### src/rtl/regfile_mp_if.sv
// ----------------------------------------------------------------------------
// regfile_mp_if
//
// Bundles the decode-side bus of the multi-port register file: the read
// ports, both write ports, the busy-allocation request and the ready flag.
//
//   ready      : array has been zero-filled and normal operation is running
//   raddr      : NRD packed read addresses, port k at [k*RFW +: RFW]
//   rdata      : NRD packed read data words, port k at [k*DW +: DW]
//   rbusy      : per read port, addressed register has a pending writeback
//   we0/1      : write enables (port 1 is the older stage and wins on conflict)
//   waddr0/1   : write addresses
//   wdata0/1   : write data
//   alloc      : mark alloc_reg busy (a producing instruction was issued)
//   alloc_reg  : register to mark busy
//
// master : the pipeline side that drives addresses, writes and allocations
// slave  : the register file itself
// ----------------------------------------------------------------------------
interface regfile_mp_if #(
    parameter int RFW = 5,
    parameter int DW  = 32,
    parameter int NRD = 2
);
    logic                 ready;
    logic [NRD*RFW-1:0]   raddr;
    logic [NRD*DW-1:0]    rdata;
    logic [NRD-1:0]       rbusy;
    logic                 we0;
    logic                 we1;
    logic [RFW-1:0]       waddr0;
    logic [RFW-1:0]       waddr1;
    logic [DW-1:0]        wdata0;
    logic [DW-1:0]        wdata1;
    logic                 alloc;
    logic [RFW-1:0]       alloc_reg;

    modport master (
        input  ready, rdata, rbusy,
        output raddr, we0, we1, waddr0, waddr1, wdata0, wdata1, alloc, alloc_reg
    );

    modport slave (
        output ready, rdata, rbusy,
        input  raddr, we0, we1, waddr0, waddr1, wdata0, wdata1, alloc, alloc_reg
    );
endinterface

### src/rtl/regfile_mp.sv
// ----------------------------------------------------------------------------
// regfile_mp
//
// Multi-port integer register file for the decode stage. NRD combinational
// read ports, two posedge write ports with same-cycle write-to-read bypass,
// a per-register busy scoreboard, and a post-reset sweep that zero-fills the
// array so no register ever reads X. Register 0 is hardwired to zero.
//
// Ports:
//   clk    : core clock, all state updates on posedge
//   rst_n  : asynchronous active-low reset (restarts the zero-fill sweep)
//   rf     : regfile_mp_if.slave bus (reads, writes, alloc, ready)
// ----------------------------------------------------------------------------
module regfile_mp #(
    parameter int RFW = 5,
    parameter int DW  = 32,
    parameter int NRD = 2
) (
    input  logic          clk,
    input  logic          rst_n,
    regfile_mp_if.slave   rf
);

    localparam int DEPTH = 1 << RFW;

    typedef enum logic {
        INIT = 1'b0,
        RUN  = 1'b1
    } state_t;

    state_t               state;
    state_t               state_nxt;

    logic [RFW-1:0]       cnt;
    logic                 sweep_en;
    logic                 run_en;

    logic [DW-1:0]        mem [DEPTH];
    logic [DEPTH-1:0]     busy;
    logic [DEPTH-1:0]     busy_nxt;

    logic                 wr0_en;
    logic                 wr1_en;
    logic                 alloc_en;

    logic [NRD*DW-1:0]    rdata_c;
    logic [NRD-1:0]       rbusy_c;

    // ------------------------------------------------------------------
    // FSM: state register
    // ------------------------------------------------------------------
    always_ff @(posedge clk or negedge rst_n) begin
        if (!rst_n) begin
            state <= INIT;
        end else begin
            state <= state_nxt;
        end
    end

    // ------------------------------------------------------------------
    // FSM: next state. The sweep leaves INIT on the edge that clears the
    // last entry, so ready is high right after that edge.
    // ------------------------------------------------------------------
    always_comb begin
        state_nxt = state;
        case (state)
            INIT: if (cnt == {RFW{1'b1}}) state_nxt = RUN;
            RUN:  state_nxt = RUN;
            default: state_nxt = INIT;
        endcase
    end

    // ------------------------------------------------------------------
    // FSM: outputs
    // ------------------------------------------------------------------
    always_comb begin
        sweep_en = 1'b0;
        run_en   = 1'b0;
        case (state)
            INIT: sweep_en = 1'b1;
            RUN:  run_en   = 1'b1;
            default: sweep_en = 1'b1;
        endcase
    end

    assign rf.ready = run_en;

    // ------------------------------------------------------------------
    // Sweep counter: one entry per cycle while in INIT
    // ------------------------------------------------------------------
    always_ff @(posedge clk or negedge rst_n) begin
        if (!rst_n) begin
            cnt <= '0;
        end else if (sweep_en) begin
            cnt <= cnt + 1'b1;
        end
    end

    // Writes and allocations only count in RUN and never touch register 0.
    assign wr0_en   = run_en && rf.we0   && (rf.waddr0    != '0);
    assign wr1_en   = run_en && rf.we1   && (rf.waddr1    != '0);
    assign alloc_en = run_en && rf.alloc && (rf.alloc_reg != '0);

    // ------------------------------------------------------------------
    // Storage array. Deliberately not reset: the sweep clears it. Port 1
    // is assigned last so it wins when both ports hit the same entry.
    // ------------------------------------------------------------------
    always_ff @(posedge clk) begin
        if (sweep_en) begin
            mem[cnt] <= '0;
        end else begin
            if (wr0_en) mem[rf.waddr0] <= rf.wdata0;
            if (wr1_en) mem[rf.waddr1] <= rf.wdata1;
        end
    end

    // ------------------------------------------------------------------
    // Scoreboard. Writes clear, alloc sets; alloc is applied last so a
    // newer producer keeps the register busy when both land together.
    // ------------------------------------------------------------------
    always_comb begin
        busy_nxt = busy;
        if (wr0_en)   busy_nxt[rf.waddr0]    = 1'b0;
        if (wr1_en)   busy_nxt[rf.waddr1]    = 1'b0;
        if (alloc_en) busy_nxt[rf.alloc_reg] = 1'b1;
    end

    always_ff @(posedge clk or negedge rst_n) begin
        if (!rst_n) begin
            busy <= '0;
        end else begin
            busy <= busy_nxt;
        end
    end

    // ------------------------------------------------------------------
    // Read ports with bypass. Port 1 bypass takes priority, matching the
    // write ordering above. A bypassed write hides the busy bit unless an
    // alloc is re-marking the same register this cycle.
    // ------------------------------------------------------------------
    always_comb begin
        logic [RFW-1:0] a;
        logic           hit0;
        logic           hit1;
        logic           ahit;
        logic [DW-1:0]  d;
        a       = '0;
        hit0    = 1'b0;
        hit1    = 1'b0;
        ahit    = 1'b0;
        d       = '0;
        rdata_c = '0;
        rbusy_c = '0;
        for (int k = 0; k < NRD; k++) begin
            a    = rf.raddr[k*RFW +: RFW];
            hit1 = rf.we1   && (rf.waddr1    == a);
            hit0 = rf.we0   && (rf.waddr0    == a);
            ahit = rf.alloc && (rf.alloc_reg == a);
            if (hit1) begin
                d = rf.wdata1;
            end else if (hit0) begin
                d = rf.wdata0;
            end else begin
                d = mem[a];
            end
            if (run_en && (a != '0)) begin
                rdata_c[k*DW +: DW] = d;
                rbusy_c[k]          = busy[a] && !((hit0 || hit1) && !ahit);
            end
        end
    end

    assign rf.rdata = rdata_c;
    assign rf.rbusy = rbusy_c;

endmodule

### src/flat_wrapper.sv
// flat-port wrapper written by rule: the top's interface ports become plain ports
module regfile_mp_flat 
#(
    parameter int RFW = 5,
    parameter int DW  = 32,
    parameter int NRD = 2
)
  (clk, rst_n, rf_ready, rf_rdata, rf_rbusy, rf_raddr, rf_we0, rf_we1, rf_waddr0, rf_waddr1, rf_wdata0, rf_wdata1, rf_alloc, rf_alloc_reg);
  regfile_mp_if #(.RFW(RFW), .DW(DW), .NRD(NRD)) rf_i ();
  input  logic clk;
  input  logic rst_n;
  output wire logic [$bits(rf_i.ready)-1:0] rf_ready;
  output wire logic [$bits(rf_i.rdata)-1:0] rf_rdata;
  output wire logic [$bits(rf_i.rbusy)-1:0] rf_rbusy;
  input wire logic [$bits(rf_i.raddr)-1:0] rf_raddr;
  input wire logic [$bits(rf_i.we0)-1:0] rf_we0;
  input wire logic [$bits(rf_i.we1)-1:0] rf_we1;
  input wire logic [$bits(rf_i.waddr0)-1:0] rf_waddr0;
  input wire logic [$bits(rf_i.waddr1)-1:0] rf_waddr1;
  input wire logic [$bits(rf_i.wdata0)-1:0] rf_wdata0;
  input wire logic [$bits(rf_i.wdata1)-1:0] rf_wdata1;
  input wire logic [$bits(rf_i.alloc)-1:0] rf_alloc;
  input wire logic [$bits(rf_i.alloc_reg)-1:0] rf_alloc_reg;
  assign rf_ready = rf_i.ready;
  assign rf_rdata = rf_i.rdata;
  assign rf_rbusy = rf_i.rbusy;
  assign rf_i.raddr = rf_raddr;
  assign rf_i.we0 = rf_we0;
  assign rf_i.we1 = rf_we1;
  assign rf_i.waddr0 = rf_waddr0;
  assign rf_i.waddr1 = rf_waddr1;
  assign rf_i.wdata0 = rf_wdata0;
  assign rf_i.wdata1 = rf_wdata1;
  assign rf_i.alloc = rf_alloc;
  assign rf_i.alloc_reg = rf_alloc_reg;
  regfile_mp #(.RFW(RFW), .DW(DW), .NRD(NRD)) u_core (.clk(clk), .rst_n(rst_n), .rf(rf_i));
endmodule
### config.mk
export PLATFORM = sky130hd
export DESIGN_NAME = regfile_mp_flat
export DESIGN_NICKNAME = d
export VERILOG_FILES = /design/src/rtl/regfile_mp_if.sv /design/src/rtl/regfile_mp.sv /design/src/flat_wrapper.sv
export SDC_FILE = /design/constraint.sdc
export NUM_CORES = 2
export LEC_CHECK = 0
export BUFFER_PORTS_ARGS = -buffer_cell sky130_fd_sc_hd__clkbuf_2
export CAP_MARGIN = 40
export CORE_MARGIN = 4
export CORE_UTILIZATION = 50
export CTS_BUF_LIST = sky130_fd_sc_hd__clkbuf_4 sky130_fd_sc_hd__clkbuf_8
export CTS_CLUSTER_DIAMETER = 50
export CTS_CLUSTER_SIZE = 8
export DETAILED_ROUTE_END_ITERATION = 6
export GPL_TIMING_DRIVEN = 0
export PLACE_DENSITY_LB_ADDON = 0.3
export SLEW_MARGIN = 20
export SYNTH_ARGS = -nofsm -noshare
export SYNTH_HDL_FRONTEND = slang
export SYNTH_SLANG_ARGS = --single-unit
### constraint.sdc
create_clock -name clk -period 8.3 [get_ports clk]
set_clock_uncertainty 0.1 [all_clocks]
set_input_delay 1.245 -clock clk [delete_from_list [all_inputs] [get_ports clk]]
set_output_delay 1.245 -clock clk [all_outputs]
set_load 0.02 [all_outputs]
Word-level counts from Yosys, hierarchy flattened
Memory sizes are Yosys's and may differ from the RTL's.
Cells that the tools add are included.
- eq/ne operators: 7
- bitwise operators: 6
- mux-type cells: 34
- $add $sub $neg: 1
- $lt $le $gt $ge: 8
- reductions and logical operators: 33
- operator list (cell ; number):
    $mux W32 ; 10
    $and A32 B32 Y32 ; 2
    $not A32 Y32 ; 2
    $or A32 B32 Y32 ; 1
    $reduce_or A32 Y1 ; 1
    $eq A5 B5 Y1 ; 6
    $lt A5 B6 Y1 const B ; 5
    $reduce_bool A5 Y1 ; 5
    $logic_and A1 B1 Y1 ; 21
    $mux W1 ; 17
    $demux W1 S5 ; 3
    $ge A5 B1 Y1 const B ; 3
    $bmux W1 S5 ; 2
    $add A5 B1 Y5 const B ; 1
    $eq A5 B5 Y1 const B ; 1
    $mux W5 ; 1
    $logic_not A1 Y1 ; 4
    $logic_or A1 B1 Y1 ; 2
    $pmux W1 S2 ; 1
    $not A1 Y1 ; 1
- output and inout port bits: 67
- input bits: 94
- RAM bits: 1024
- logic and storage cells: 93
- memories: 1
- register bits after elaboration: 38
- memory list (memory ; depth ; bits a word ; rd ports ; clocked after Yosys merged registers in ; write ports ; line ; text):
    u_core.mem ; 32 ; 32 ; 2 ; 0 ; 2 ; regfile_mp.sv:38 ; logic [DW-1:0] mem [DEPTH];

Longest topological paths before layout
- word-level depth: 11
- depth in mapped cells: 12
- depth with buffers taken out: 6

Worst setup path after synthesis
Ideal clock, no wire load.
- path kind: in2reg
- start point: input port rf_waddr0[4]
- end point: memory u_core.mem[1][0], enable pin
- stages on the path: 10
- setup time: 466 ps
- data required time: 7734 ps
- path buffers: 4
- slack: 2556 ps
- data arrival time: 5178 ps
- cell sequence: clkbuf_1 or2_1 clkbuf_1 o311a_1 buf_2 buf_2 or3_1 o21ai_0 nand2_1 o21ai_0
- RTL lines (element ; line ; text):
    start, declared ; flat_wrapper.sv:18 ; input wire logic [$bits(rf_i.waddr0)-1:0] rf_waddr0;
    end, declared ; regfile_mp.sv:38 ;

Final worst setup path
- start point: input port rf_raddr[1]
- end point: output port rf_rdata[31]
- longest elaborated chain between the ends: 5
- elaborated cells between the ends (all ways): 10
- classes of those cells: eq/ne (2); mux (3); reduce/logical (4); memory (1)
- ends and longest elaborated chain (element ; line ; text):
    start, declared ; flat_wrapper.sv:15 ; input wire logic [$bits(rf_i.raddr)-1:0] rf_raddr;
    branches (longest 4 deep; another with $mem_v2 Z32 W32) ; - ;
    $mux W32 (*) ; regfile_mp.sv:166 ; if (run_en && (a != '0)) begin
    end, declared ; flat_wrapper.sv:13 ; output wire logic [$bits(rf_i.rdata)-1:0] rf_rdata;
Mark *: on every way between the ends.

==> impl_metrics.xml <==
<?xml version="1.0" encoding="UTF-8"?>
<metrics>
  <group name="worst_setup_path">
    <metric name="cp_max_fo" unit="">10</metric>
    <metric name="category_of_the_critical_setup_timing_path" unit="">input port to output port</metric>
    <metric name="crit_buf_inv" unit="">6</metric>
    <metric name="crit_required" unit="ns">6.95</metric>
    <metric name="timing.critical_path.slowest_stage_cell" unit="">sky130_fd_sc_hd__buf_2</metric>
    <metric name="cp.arrival" unit="ns">6.46</metric>
    <metric name="path_cells" unit="">clkbuf_2 &gt; buf_2 &gt; buf_2 &gt; buf_2 &gt; clkbuf_2 &gt; mux4_2 &gt; a22oi_1 &gt; nand2_1 &gt; nand3_1 &gt; a31oi_1 &gt; clkbuf_2</metric>
    <metric name="cp_top_family" unit="">buffers and inverters</metric>
    <metric name="cp-start-kind" unit="">input port</metric>
    <metric name="timing.critical_path.to_type" unit="">output port</metric>
    <metric name="crit_path_max_incr_delay" unit="ns">0.85</metric>
  </group>
  <group name="route">
    <metric name="violation_count_after_the_first_detailed_route_iteration" unit="">12900</metric>
    <metric name="routed_wirelength" unit="um">344000</metric>
    <metric name="final_antenna_net_count" unit="">0</metric>
    <metric name="vias_per_cell" unit="">7.62</metric>
    <metric name="wire_per_inst" unit="um">46.3</metric>
    <metric name="first_pass_iteration_count_of_the_detailed_router" unit="">7</metric>
    <metric name="drc" unit="">6</metric>
    <metric name="vias" unit="">56700</metric>
  </group>
  <group name="placement">
    <metric name="place_congestion" unit="">1.15</metric>
    <metric name="dp_hpwl" unit="um">266000</metric>
    <metric name="portBuffers" unit="">116</metric>
    <metric name="place_area" unit="um2">67800</metric>
  </group>
  <group name="sta">
    <metric name="clock.fmax" unit="MHz">128</metric>
    <metric name="tightest_slew" unit="ns">1.33</metric>
    <metric name="timing.setup.tns" unit="ns">0</metric>
    <metric name="post-route-min-period" unit="ns">7.80</metric>
    <metric name="relSlewSlack" unit="">0.116</metric>
    <metric name="final-max-slew-violation-count" unit="">0</metric>
    <metric name="timing.final.hold_violations" unit="">0</metric>
    <metric name="rsz_0062_raised_after_global_routing" unit="">false</metric>
    <metric name="setup_viol" unit="">0</metric>
    <metric name="final.period_utilization" unit="">0.940</metric>
  </group>
  <group name="grt">
    <metric name="maximum_number_of_pins_on_one_net_before_global_route_repair" unit="">24</metric>
    <metric name="first_global_vias" unit="">50800</metric>
    <metric name="grt_pass1_wl" unit="um">450000</metric>
    <metric name="global_route.usage.total" unit="">0.517</metric>
    <metric name="antenna_violations_before_repair" unit="">31</metric>
    <metric name="global_route.overflow_total" unit="">0</metric>
  </group>
  <group name="logic_synthesis">
    <metric name="combined_area_of_all_synthesized_cells" unit="um2">62000</metric>
    <metric name="synth.ff_latch_count" unit="">1062</metric>
    <metric name="synthDistinctLibCells" unit="">61</metric>
    <metric name="ys.flop_type" unit="">sky130_fd_sc_hd__edfxtp_1</metric>
    <metric name="synthArstFlopShare" unit="">0.0358</metric>
    <metric name="syn_inst_count" unit="">5246</metric>
    <metric name="synth_seq_area_share" unit="">0.512</metric>
    <metric name="synth_edf_count" unit="">1024</metric>
    <metric name="syn_avg_cell_area" unit="um2">11.8</metric>
    <metric name="synthesis.nets" unit="">5342</metric>
    <metric name="synth.yosys.warnings" unit="">0</metric>
  </group>
  <group name="run_status">
    <metric name="failed_checks" unit="">DRC</metric>
    <metric name="outcome" unit="">finished, violations left</metric>
  </group>
  <group name="clocking">
    <metric name="total_of_cells_resized_after_clock_tree_synthesis" unit="">0</metric>
    <metric name="post_cts_setup_buffers" unit="">0</metric>
    <metric name="tritoncts" unit="">built</metric>
    <metric name="post_cts_hold_buffer_count" unit="">0</metric>
    <metric name="cts.htree.levels" unit="">4</metric>
    <metric name="cts_buffer_depth" unit="">3</metric>
    <metric name="cts.root.buffer_cell" unit="">sky130_fd_sc_hd__clkbuf_8</metric>
    <metric name="tritoncts_num_sinks" unit="">1062</metric>
    <metric name="cts.clk_slew.worst_paths" unit="ns">0.07</metric>
    <metric name="latest_clock_arrival_within_the_worst_skew_pair" unit="ns">0.95</metric>
    <metric name="cts_buffers" unit="">163</metric>
  </group>
  <group name="floorplanning">
    <metric name="die-width" unit="um">360</metric>
    <metric name="floorplan.die_area" unit="um2">130000</metric>
    <metric name="io_pins" unit="">161</metric>
    <metric name="die_height" unit="um">360</metric>
    <metric name="coreArea" unit="um2">122000</metric>
    <metric name="num_rows" unit="">128</metric>
    <metric name="floorplan.initialDensity" unit="">0.506</metric>
  </group>
  <group name="final_layout">
    <metric name="fin_area" unit="um2">71200</metric>
    <metric name="n_fill_cell" unit="">10100</metric>
    <metric name="drive_above_1_share" unit="">0.225</metric>
    <metric name="layout.cells.most_common_list" unit="">1156 x sky130_fd_sc_hd__nand2_1, 1024 x sky130_fd_sc_hd__edfxtp_1, 1023 x sky130_fd_sc_hd__o21ai_0</metric>
    <metric name="mostFrequentLayoutCell" unit="">sky130_fd_sc_hd__nand2_1</metric>
    <metric name="fin_nets" unit="">5820</metric>
    <metric name="synthToLayoutAreaGrowth" unit="%">15.0</metric>
  </group>
  <group name="worst_hold_path">
    <metric name="holdCritPathClass" unit="">input port to async pin</metric>
  </group>
  <group name="power_and_ir_drop">
    <metric name="p_leak" unit="nW">24.6</metric>
    <metric name="power.density" unit="nW/um2">177</metric>
    <metric name="ir_worst_vdd" unit="mV">0.170</metric>
  </group>
  <group name="run">
    <metric name="cap_viol_max_count" unit="">0</metric>
  </group>
</metrics>
where the power goes:
group	total (mW)	switching, mW	internal, mW	leakage, nW
combinational	2.06	1.46	0.606	11.9
sequential	5.96	0.0246	5.93	11.1
clock	4.56	2.34	2.22	1.53
total	12.6	3.82	8.76	24.6
cell type report:
cell class                 count  area [um2]  share of cell area
clock buffer                 189        2460              0.0345
inverter                      53         199             0.00279
timing repair buffer         313        3760              0.0527
buffer                       654        2760              0.0388
clock inverter                38         477             0.00669
antenna                       20        50.0            0.000702
multi-input combinational   3477       27800               0.390
tap                         1625        2030              0.0285
sequential                  1062       31700               0.445
sequential cells by signal, indices dropped and copies added (netlist names):
signal,flops
u_core.busy,32
u_core.cnt,5
u_core.mem,1024
u_core.state,1
routing by layer:
metal | vias up | global-route usage | part of all wire
li1 | 20800 | - | -
met3 | 1186 | 0.347 | 0.22
met4 | 18 | 0.262 | 0.066
met2 | 6694 | 0.672 | 0.38
met1 | 27900 | 0.651 | 0.33
met5 | - | 0.0113 | 0.00042
kinds of logic after synthesis:
logic type | synth area share
compound gates | 0.121
mux | 0.227
flops | 0.512
simple gates | 0.0880
fa+ha+maj | 0.000404
buf+inv | 0.0470
xor+xnor | 0.00466
Yosys cell counts, drive strengths merged (3+ instances only):
| cell type | number | area (um2) |
|---|---|---|
| a22oi | 105 | 788 |
| o221ai | 21 | 184 |
| dfrtp | 38 | 951 |
| nand4 | 3 | 18.8 |
| and3 | 6 | 37.5 |
| nor3b | 3 | 22.5 |
| o211ai | 3 | 22.5 |
| a21oi | 35 | 175 |
| nand3b | 9 | 67.6 |
| a22o | 11 | 96.3 |
| clkbuf | 499 | 1890 |
| and2 | 14 | 87.6 |
| nand2b | 8 | 50.1 |
| nor2b | 9 | 56.3 |
| mux4 | 546 | 12300 |
| or3 | 3 | 18.8 |
| a211oi | 13 | 97.6 |
| buf | 155 | 822 |
| xnor2 | 13 | 114 |
| nand3 | 36 | 180 |
| o2111ai | 3 | 26.3 |
| nor2 | 86 | 323 |
| o21ai | 1039 | 5200 |
| or2 | 8 | 50.1 |
| mux2 | 4 | 45.0 |
| and4 | 3 | 26.3 |
| mux2i | 175 | 1750 |
| nand2 | 1156 | 4340 |
| nor3 | 20 | 105 |
| inv | 53 | 199 |
| a221oi | 16 | 140 |
| a31oi | 10 | 62.6 |
| nor4 | 8 | 56.3 |
| xor2 | 20 | 175 |
| edfxtp | 1024 | 30700 |
| a32o | 18 | 180 |
| o22ai | 50 | 313 |
| a222oi | 4 | 40.0 |
path summary, 6_finish.rpt:
| check | from | slack, ns | cells after the start | to |
|---|---|---|---|---|
| min reg2reg | u_core.busy[0]$_DFF_PN0_ | 0.39 | 1 | u_core.busy[0]$_DFF_PN0_ |
| min in group clk | u_core.busy[0]$_DFF_PN0_ | 0.39 | 1 | u_core.busy[0]$_DFF_PN0_ |
| max reg2reg | u_core.state$_DFF_PN0_ | 4.12 | 8 | u_core.mem[18][15]$_DFFE_PP_ |
| max | rf_raddr[1] | 0.50 | 11 | rf_rdata[31] |
| min | rst_n | 0.19 | 1 | u_core.cnt[0]$_DFFE_PN0N_ |
| max in group asynchronous | rst_n | 7.38 | 2 | u_core.busy[21]$_DFF_PN0_ |
stage by stage:
stage / total power, mW / setup WS, ns / hold slack, ns / instances / utilization
floorplan: 7.02 / 2.56 / 0.341 / 5246 / -
global placement: 7.85 / -2.52 / 0.358 / 6987 / 0.528
detailed placement: 7.94 / 1.25 / 0.368 / 7141 / 0.554
CTS: 12.3 / 1.25 / 0.144 / 7368 / 0.578
global route: 12.7 / 0.915 / 0.204 / 7414 / 0.582
finish: 12.6 / 0.499 / 0.191 / 7431 / 0.582
worst register-to-register path: cells and delay by family (launching register included):
kind	cells	cell delay (ns)
buffers and inverters	4	1.44
flip-flops	1	0.50
AO/OA/AOI/OAI	3	1.49
AND/OR/NAND/NOR	1	0.33
Note: power is estimated with default switching activity, not from simulation.
